File: src/rtl/eth_pkg.sv
// Shared Ethernet constants and the receive parser state encoding.
// Contains no logic. The CRC constants are used only when MAC_RX_CRC_CHECK_EN is defined.
package eth_pkg;
    localparam logic [7:0]  PREAMBLE_BYTE = 8'h55;
    localparam logic [7:0]  SFD_BYTE      = 8'hD5;
    localparam logic [47:0] BCAST_MAC     = 48'hFFFF_FFFF_FFFF;
    localparam logic [31:0] CRC32_RESIDUE = 32'hDEBB_20E3;
    localparam logic [31:0] CRC32_POLY    = 32'hEDB8_8320;
    localparam logic [15:0] ETYPE_IPV4    = 16'h0800;
    localparam logic [15:0] ETYPE_ARP     = 16'h0806;

    localparam logic [2:0]  PRE_MAX       = 3'd7;
    localparam logic [3:0]  HDR_DST_LAST  = 4'd5;
    localparam logic [3:0]  HDR_SRC_LAST  = 4'd11;
    localparam logic [3:0]  HDR_LAST      = 4'd13;
    localparam logic [2:0]  FCS_LEN       = 3'd4;

    typedef enum logic [2:0] {
        ST_IDLE,
        ST_PRE,
        ST_HDR,
        ST_PAY,
        ST_DROP
    } rx_state_e;
endpackage

File: src/rtl/crc32_d8.sv
// Byte-wide reflected CRC-32. init_i reloads all-ones and has priority over en_i.
// en_i folds data_i into the register on the edge. The register is never inverted.
module crc32_d8
    import eth_pkg::*;
(
    input  logic        clk_i,
    input  logic        rst_i,
    input  logic        init_i,
    input  logic        en_i,
    input  logic [7:0]  data_i,
    output logic [31:0] crc_o
);
    logic [31:0] crc_q;
    logic [31:0] crc_d;

    always_comb begin
        crc_d = crc_q ^ {24'h0, data_i};
        for (int i = 0; i < 8; i++) begin
            crc_d = crc_d[0] ? ((crc_d >> 1) ^ CRC32_POLY) : (crc_d >> 1);
        end
    end

    always_ff @(posedge clk_i or posedge rst_i) begin
        if (rst_i) begin
            crc_q <= '1;
        end else if (init_i) begin
            crc_q <= '1;
        end else if (en_i) begin
            crc_q <= crc_d;
        end
    end

    assign crc_o = crc_q;
endmodule

File: src/rtl/mac_rx_parser.sv
// Ethernet RX parser: strips preamble/SFD/FCS, filters on dst MAC, and latches src/type; payload appears 5 edges after input, with no back-pressure.
// MAC_RX_CRC_CHECK_EN builds the FCS check; without it, o_crc_err is tied 0.
module mac_rx_parser
    import eth_pkg::*;
#(
    parameter logic [47:0] P_LOCAL_MAC = 48'h00_0A_35_01_FE_C0
) (
    input  logic        i_udp_stack_clk,
    input  logic        i_rst,
    input  logic [7:0]  i_gmii_rx_data,
    input  logic        i_gmii_rx_valid,
    output logic [7:0]  o_mac_data,
    output logic        o_mac_valid,
    output logic        o_mac_last,
    output logic [15:0] o_mac_type,
    output logic [47:0] o_mac_src,
    output logic        o_crc_err,
    output logic [15:0] o_drop_cnt
);
    rx_state_e       state_q;
    logic            valid_q;
    logic [2:0]      pre_cnt_q;
    logic [3:0]      hdr_cnt_q;
    logic [39:0]     dst_q;
    logic [47:0]     dst_d;
    logic [47:0]     src_q;
    logic [7:0]      type_hi_q;
    logic [3:0][7:0] dly_q;
    logic [2:0]      dly_cnt_q;
    logic [7:0]      hold_q;
    logic            hold_vld_q;
    logic [7:0]      mac_data_q;
    logic            mac_valid_q;
    logic            mac_last_q;
    logic            crc_err_q;
    logic [15:0]     mac_type_q;
    logic [47:0]     mac_src_q;
    logic [15:0]     drop_cnt_q;
    logic            burst_start;
    logic            dst_ok;
    logic            drop_d;
    logic            crc_bad;

    assign burst_start = i_gmii_rx_valid && !valid_q;
    assign dst_d       = {dst_q, i_gmii_rx_data};
    assign dst_ok      = (dst_d == P_LOCAL_MAC) || (dst_d == BCAST_MAC);

`ifdef MAC_RX_CRC_CHECK_EN
    logic        crc_init;
    logic        crc_en;
    logic [31:0] crc_val;

    assign crc_init = (state_q == ST_PRE) && i_gmii_rx_valid && (i_gmii_rx_data == SFD_BYTE);
    assign crc_en   = i_gmii_rx_valid && ((state_q == ST_HDR) || (state_q == ST_PAY));

    crc32_d8 u_crc32 (
        .clk_i  (i_udp_stack_clk),
        .rst_i  (i_rst),
        .init_i (crc_init),
        .en_i   (crc_en),
        .data_i (i_gmii_rx_data),
        .crc_o  (crc_val)
    );

    assign crc_bad = (crc_val != CRC32_RESIDUE);
`else
    assign crc_bad = 1'b0;
`endif

    // A frame ending in PAY with nothing pushed to the holding register is shorter than its FCS.
    always_comb begin
        drop_d = 1'b0;
        case (state_q)
            ST_IDLE: drop_d = burst_start && (i_gmii_rx_data != PREAMBLE_BYTE);
            ST_PRE:  drop_d = !i_gmii_rx_valid ||
                              ((i_gmii_rx_data == PREAMBLE_BYTE) ? (pre_cnt_q == PRE_MAX)
                                                                 : (i_gmii_rx_data != SFD_BYTE));
            ST_HDR:  drop_d = !i_gmii_rx_valid || ((hdr_cnt_q == HDR_DST_LAST) && !dst_ok);
            ST_PAY:  drop_d = !i_gmii_rx_valid && !hold_vld_q;
            default: drop_d = 1'b0;
        endcase
    end

    always_ff @(posedge i_udp_stack_clk or posedge i_rst) begin
        if (i_rst) begin
            state_q     <= ST_IDLE;
            // Treat reset as mid-burst so that a burst already running is ignored until valid drops.
            valid_q     <= 1'b1;
            pre_cnt_q   <= '0;
            hdr_cnt_q   <= '0;
            dst_q       <= '0;
            src_q       <= '0;
            type_hi_q   <= '0;
            dly_q       <= '0;
            dly_cnt_q   <= '0;
            hold_q      <= '0;
            hold_vld_q  <= 1'b0;
            mac_data_q  <= '0;
            mac_valid_q <= 1'b0;
            mac_last_q  <= 1'b0;
            crc_err_q   <= 1'b0;
            mac_type_q  <= '0;
            mac_src_q   <= '0;
            drop_cnt_q  <= '0;
        end else begin
            valid_q     <= i_gmii_rx_valid;
            hold_vld_q  <= 1'b0;
            mac_valid_q <= hold_vld_q;
            mac_last_q  <= hold_vld_q && !i_gmii_rx_valid;
            crc_err_q   <= hold_vld_q && !i_gmii_rx_valid && crc_bad;
            if (hold_vld_q) begin
                mac_data_q <= hold_q;
            end
            if (drop_d && (drop_cnt_q != 16'hFFFF)) begin
                drop_cnt_q <= drop_cnt_q + 16'd1;
            end

            case (state_q)
                ST_IDLE: begin
                    if (burst_start) begin
                        state_q   <= (i_gmii_rx_data == PREAMBLE_BYTE) ? ST_PRE : ST_DROP;
                        pre_cnt_q <= 3'd1;
                    end
                end
                ST_PRE: begin
                    if (!i_gmii_rx_valid) begin
                        state_q <= ST_IDLE;
                    end else if (i_gmii_rx_data == PREAMBLE_BYTE) begin
                        if (pre_cnt_q == PRE_MAX) begin
                            state_q <= ST_DROP;
                        end else begin
                            pre_cnt_q <= pre_cnt_q + 3'd1;
                        end
                    end else if (i_gmii_rx_data == SFD_BYTE) begin
                        state_q   <= ST_HDR;
                        hdr_cnt_q <= '0;
                    end else begin
                        state_q <= ST_DROP;
                    end
                end
                ST_HDR: begin
                    if (!i_gmii_rx_valid) begin
                        state_q <= ST_IDLE;
                    end else begin
                        hdr_cnt_q <= hdr_cnt_q + 4'd1;
                        if (hdr_cnt_q <= HDR_DST_LAST) begin
                            dst_q <= dst_d[39:0];
                            if ((hdr_cnt_q == HDR_DST_LAST) && !dst_ok) begin
                                state_q <= ST_DROP;
                            end
                        end else if (hdr_cnt_q <= HDR_SRC_LAST) begin
                            src_q <= {src_q[39:0], i_gmii_rx_data};
                        end else if (hdr_cnt_q != HDR_LAST) begin
                            type_hi_q <= i_gmii_rx_data;
                        end else begin
                            mac_type_q <= {type_hi_q, i_gmii_rx_data};
                            mac_src_q  <= src_q;
                            dly_cnt_q  <= '0;
                            state_q    <= ST_PAY;
                        end
                    end
                end
                ST_PAY: begin
                    if (!i_gmii_rx_valid) begin
                        state_q <= ST_IDLE;
                    end else begin
                        // The last four bytes are the FCS, so only a byte four places back is known to be payload.
                        dly_q <= {dly_q[2:0], i_gmii_rx_data};
                        if (dly_cnt_q == FCS_LEN) begin
                            hold_q     <= dly_q[3];
                            hold_vld_q <= 1'b1;
                        end else begin
                            dly_cnt_q <= dly_cnt_q + 3'd1;
                        end
                    end
                end
                ST_DROP: begin
                    if (!i_gmii_rx_valid) begin
                        state_q <= ST_IDLE;
                    end
                end
                default: state_q <= ST_IDLE;
            endcase
        end
    end

    assign o_mac_data  = mac_data_q;
    assign o_mac_valid = mac_valid_q;
    assign o_mac_last  = mac_last_q;
    assign o_crc_err   = crc_err_q;
    assign o_mac_type  = mac_type_q;
    assign o_mac_src   = mac_src_q;
    assign o_drop_cnt  = drop_cnt_q;
endmodule
File: config.mk
export PLATFORM = sky130hd
export DESIGN_NAME = mac_rx_parser
export DESIGN_NICKNAME = d
export VERILOG_FILES = /design/src/rtl/eth_pkg.sv /design/src/rtl/crc32_d8.sv /design/src/rtl/mac_rx_parser.sv
export SDC_FILE = /design/constraint.sdc
export NUM_CORES = 1
export LEC_CHECK = 0
export ABC_AREA = 1
export CORE_UTILIZATION = 61
export CTS_CLUSTER_SIZE = 14
export DETAILED_ROUTE_END_ITERATION = 8
export PLACE_DENSITY = 0.87
export SYNTH_ARGS = -nofsm -noshare
export SYNTH_HDL_FRONTEND = slang
export SYNTH_SLANG_ARGS = --single-unit
File: constraint.sdc
create_clock -name i_udp_stack_clk -period 16.6 [get_ports i_udp_stack_clk]
set_input_delay 4.98 -clock i_udp_stack_clk [delete_from_list [all_inputs] [get_ports i_udp_stack_clk]]
set_output_delay 4.98 -clock i_udp_stack_clk [all_outputs]
set_load 0.03 [all_outputs]
# == After elaboration in Yosys (flattened, before gate mapping) ==
# Index checks and enable logic that the tools add are counted.
# word_totals
reg_bits,241
latch_bits,0
ram_bits,0
rom_bits,0
in_bits,11
mem_count,0
# op_classes
add_sub_neg,4
mul,0
div,0
n_lt_le_gt_ge,2
n_eq_ne,32
shifts,0
n_mux,35
n_bitwise,3
n_reduce_logical,28
# ops
operator,n
$mux 3,22
$eq 48x36->1 const B,1
$eq 48x48->1 const B,1
$ne 2x2->1 const B,13
$ne 4x4->1 const B,5
$reduce_and 5->1,4
$add 16x1->16 const B,1
$mux 4,4
$ne 16x16->1 const B,1
$pmux 3 s2,2
$pmux 3 s4,1
$eq 3x3->1 const B,3
$eq 8x7->1 const B,1
$eq 8x8->1 const B,1
$ne 8x7->1 const B,1
$ne 8x8->1 const B,1
$pmux 4 s2,1
$reduce_and 7->1,1
$add 3x1->3 const B,2
$eq 3x2->1 const B,2
$logic_and 1x1->1,6
$reduce_and 3->1,2
$reduce_and 6->1,1
$reduce_bool 2->1,3
14 further kinds,24

# == Depth between registers and ports, before layout ==
# depth
depth_word,8
ltp_mapped,13
ltp_nobuf,12

# == Least setup slack after synthesis ==
# No wires, ideal clock.
# synth_timing
path_type,input port to flip-flop
from,input i_gmii_rx_data[3]
to,register drop_cnt_q[0] (netlist: o_drop_cnt[0])
setup_time_ps,118
arrival_ps,6059
t_required_ps,16482
path_slack_ps,10423
cell_stages,11
path_buffers,1
cell_sequence,inv_1 nand2_1 nor2_1 nand2_1 nor2_1 nor2_2 a21oi_2 nand2_4 buf_4 nand3_1 nand2_1
# synth_via
elab_chain_cells,7
word_cells_on_any_way,14
classes_between,5 x eq/ne; 2 x mux; 7 x reduce/logical
# synth_lines
element,line_no,source
from (decl),mac_rx_parser.sv:10,"input logic [7:0] i_gmii_rx_data,"
$eq 48x36->1 / $eq 48x48->1 (equally long branches),mac_rx_parser.sv:46,assign dst_ok = (dst_d == P_LOCAL_MAC) || (dst_d == BCAST_MAC);
$logic_or 1x1->1,mac_rx_parser.sv:46,
$logic_not 1->1,mac_rx_parser.sv:78,ST_HDR: drop_d = !i_gmii_rx_valid || ((hdr_cnt_q == HDR_DST_LAST) && !dst_ok);
$logic_and 1x1->1,mac_rx_parser.sv:78,
$logic_or 1x1->1,mac_rx_parser.sv:78,
$pmux 1 s4 (*),mac_rx_parser.sv:73,case (state_q)
$logic_and 1x1->1 (*),mac_rx_parser.sv:114,if (drop_d && (drop_cnt_q != 16'hFFFF)) begin
to (signal assigned),mac_rx_parser.sv:115,drop_cnt_q <= drop_cnt_q + 16'd1;
to (decl),mac_rx_parser.sv:38,logic [15:0] drop_cnt_q;
# Mark *: on every way between the ends. The rest lies on a longest branch, timed or not.
# A chain may end at the register's enable or synchronous reset.

# == Worst setup path in the final report ==
# layout_timing
from,input i_gmii_rx_valid
to,register mac_src_q[16] (netlist: o_mac_src[16])
# layout_via
elab_chain_cells,1
# layout_lines
element,line_no,source
from (decl),mac_rx_parser.sv:11,"input logic i_gmii_rx_valid,"
$reduce_and 5->1 (no source line),n/a,
to (signal assigned),mac_rx_parser.sv:157,mac_src_q <= src_q;
to (decl),mac_rx_parser.sv:37,logic [47:0] mac_src_q;
# No other way between the ends.

==> results.txt <==
- Number of fillers in the final layout: 1069
- After floorplanning, the core was sized to cover 16100 µm².
* Result of the run: finished, final reports clean
- Critical-path cell with the highest stage delay: clkdlybuf4s50_1
- The internal power of the cells totals between 0.0009 and 0.001 W.
- The largest total area in the synthesized netlist belongs to dfrtp_1.
- Sequential fraction of design power: 50.1%
- The number of antenna violations at the first check in global routing came to 0.
- Number of enable flip-flop cells after synthesis: 0
* Number of placement rows: between 40 and 50
- Diode count: 0
* Largest voltage drop on the vdd net: roughly 87 µV
* # clock sinks: about 240
* Max_cap viols: 0
* Setup slack after placement: between 9 and 10 ns
- Summed over all cells, the static leakage comes to 5.72 nW.
- The number of global-route vias before repair is between 7000 and 8000.
- Final HPWL DP: 13.6 mm
- Adding up every negative setup slack in the final design gives 0 ns.
* Nature of the critical path endpoint: register
* Post-synthesis sequential area ratio: between 50% and 60%
- Routability-driven placement finished with a final weighted congestion of about 0.86.
* Minimum clock period: ~7 ns
* Transition time at the pin with the least slew margin: ~1.1 ns
- The synthesized design devotes to its leading area cell type about three fifths of total area.
* Chain of cells forming the critical path: clkdlybuf4s50_1 > inv_2 > nor3_4 > nand2_2 > nor2_4 > inv_2 > buf_4 > nand2_1 > o21ai_0
- Number of pins exceeding their max-slew limit in the final report: 0
* Final number of hold-violating endpoints: 0
* Switching portion of total power: a little under a quarter
- The number of nets in the synthesized netlist is approximately 1200.
- Worst Path Arrival: around 7.4 ns
- STA classifies the critical path startpoint as a primary input.
- The cell family contributing the most delay on the critical path is buffers and inverters.
- Cell chosen for the clock root: clkbuf_16
- Clock edge transition at the registers on the reported setup and hold paths: 0.06 ns
* Setup bufs post-CTS: 0
* Data required time at the worst endpoint: roughly 17 ns
* Relative slew slack: around 28%
* Largest incremental delay on the critical path: around 0.60 ns
- After technology mapping, the gate count stands at approximately 1200.
- Dividing the detail-routed wire length by the instance count gives around 15 µm.
* Routed Antenna Nets: 0
* CTS buffer count: 24
- Mapped cell area: ~10000 µm²
* Worst path most repeated cell: inv_2
* Resized cells post-CTS: 0
* Number of synthesis warnings: 0
- Final worst setup slack: between 9 and 10 ns
* Power density of the placed cells: about 100 nW/µm²
- Post-Synthesis Mean Instance Area: between 8 and 9 µm²
- Summing over every cut layer, the via total after detailed routing is 7870.
* Number of distinct library cell variants in the gate-level netlist after synthesis: 39
* Share of the clock period used by the worst path after layout: between 40% and 50%
- DR iter-0 viols: 637
- In this run, synthesis produced a sequential element count of between 200 and 250.
* Final WL: approximately 22 mm
- End-of-flow core utilization: 74.3%
- Hold repair after CTS inserted 0 buffers.
- Area taken by flip-flops and latches: a little over 6000 µm²
- Area enclosed by the die boundary: between 15000 and 20000 µm²
- Relative to the synthesized area, the layout overhead comes to 18.1%.
- Sorting the synthesized cells by area gives the leading types as dfrtp_1 (59%), nand2_1 (17%), o21ai_0 (6.6%), inv_1 (3.6%), nand3_1 (2.1%).
- The die is roughly 130 µm tall.
- Counting flops with an async set or reset pin after synthesis yields a share of between 90% and 100%.
- In this run the deepest clock path goes through 3 buffers.
* Max Clk Rate: 141 MHz
* RSZ-0062 raised after global routing: no
* Path type of the worst min-delay path: reg -> reg
- Chip Width: around 130 µm
- Setup violations remaining at the end of the flow were counted as 0.
- After detailed routing, the number of remaining DRC violations is 0.
- Global routing finished with a remaining overflow of 0.
- 102 I/O pins were placed.
- Dominant synthesized flop cell: dfrtp_1
- Total number of H-tree levels: 1
- TritonCTS built the clock tree.
- During placement, the flow inserted port buffers numbering 100.
- Cells with a size suffix above 1 make up 5.27% of the layout.
- In this run, the clock network consumes 44.3% of the power.
- Initial core utilization: between 60% and 70%
* Maximum number of pins on one net before global-route repair: about 160
* Count of buffering cells on the critical path with inverters included: 4
- In the final layout, the multi-input gates occupy about 3400 µm².
* 1st-pass router iterations: 5
- Portion of total power attributed to combinational logic: between 5 and 6%
- Post-route clock skew: roughly 0.017 ns
- Clk Latency, worst-skew pair: 0.51 ns
- Worst slack on hold paths: ~0.47 ns
- Net switching power: roughly 0.00028 W
* Wire length of the first global-routing pass: approximately 36 mm
- In the routed layout, each cell is associated on average with a via count of roughly 5.4.
- In this run the worst path has a maximum fanout of 96.
- The final layout contains roughly 1300 nets.
- The worst setup path is of the in -> reg kind.
* Global-route usage over all layers: a little over a quarter
[per-layer routing]
metal  vias to the layer above  global-route usage (%)  wire, µm
met1                      3809                    36.9      9080
li1                       3780                       -         -
met4                         0                    9.20       637
met3                        47                    4.44      1210
met2                       234                    45.2     10900
met5                         -                       0         0
[sequential cells by signal, summed over array words and instances, names as in the netlist, 4 cells and up]
register,cells
dly_q,32
dst_q,40
hdr_cnt_q,4
hold_q,8
o_drop_cnt,16
o_mac_data,8
o_mac_src,48
o_mac_type,16
src_q,48
type_hi_q,8
[area by class of cell]
cell class / count / share of cell area, %
sequential: 241 / 50.5
multi-input combinational: 761 / 28.6
timing repair buffer: 105 / 8.70
clock buffer: 32 / 5.71
inverter: 105 / 3.40
tap: 216 / 2.26
clock inverter: 9 / 0.838
[worst reg2reg max path, stage by stage (launching register included)]
cell,delay (ns)
dfrtp_1,0.43
ha_1,0.26
nand2_1,0.08
nor2_1,0.06
nor2_1,0.32
inv_1,0.07
nand2_1,0.56
inv_4,0.24
nand2_2,0.18
nand3_1,0.12
nand2_1,0.12
nand2_1,0.06
[cell usage after synthesis (2+ instances only)]
cell type / count
nand2_2: 5
nor3_4: 2
dfrtp_1: 240
nand4_1: 8
ha_1: 8
a21oi_1: 2
xor2_1: 13
nor2_2: 2
o21ai_0: 133
inv_2: 4
clkbuf_1: 18
buf_2: 12
buf_6: 9
inv_1: 98
buf_4: 3
nor4_1: 2
nand3_1: 42
nor3_1: 5
nand2_4: 2
o21ai_1: 25
nor2_1: 53
nand2_1: 445
xnor2_1: 4
[stage by stage]
| step | std cells | cell area (µm²) | total power [W] |
|---|---|---|---|
| 3_3_place_gp | 1428 | 11200 | 0.000682 |
| 4_1_cts | 1469 | 11900 | 0.00121 |
| 6_report | 1469 | 11900 | 0.00121 |
| 3_5_place_dp | 1428 | 11200 | 0.000684 |
| 2_1_floorplan | 1151 | 10100 | 0.000661 |
| 5_1_grt | 1469 | 11900 | 0.00125 |
[final timing paths]
path / from / slack, ns / end / cells after the start
worst max-delay path: i_gmii_rx_valid / 9.52 / o_mac_src[16] / 9
worst min-delay path: dly_q[22] / 0.47 / dly_q[22] / 2
worst max register to register: hdr_cnt_q[0] / 14.00 / state_q[0] / 11
worst min register to register: dly_q[22] / 0.47 / dly_q[22] / 2
max in group asynchronous: i_rst / 9.82 / o_mac_src[24] / 3
min in group asynchronous: i_rst / 5.10 / o_mac_src[30] / 2
[power by group through the flow]
stage | clock network [W] | registers, W | logic [W]
detailed placement | 0 | 0.000616 | 0.0000680
CTS | 0.000539 | 0.000605 | 0.0000688
global placement | 0 | 0.000615 | 0.0000665
finish | 0.000535 | 0.000606 | 0.0000681
floorplan | 0 | 0.000623 | 0.0000388
global route | 0.000563 | 0.000607 | 0.0000773
[placed cells by master, fill, tap and decap left out, drive strengths merged, types with 3 or more instances in the layout]
master	n
nor3	8
nand3	44
o21ai	158
nand4	8
nand2	452
a21oi	3
xnor2	4
xor2	13
ha	8
nor2	56
clkinv	7
inv	103
dfrtp	240
buf	5
clkbuf	32
clkdlybuf4s50	100
[kinds of logic after synthesis]
group	synth area share (%)
and+or+nand+nor	23.0
DFF	59.7
AOI/OAI and AO/OA	8.16
buffers and inverters	6.62
xor gates and xnor gates	1.47
adders and majority gates	0.990
other	0.0371
muxes	0.0990
(Power assumes the default switching activity.)
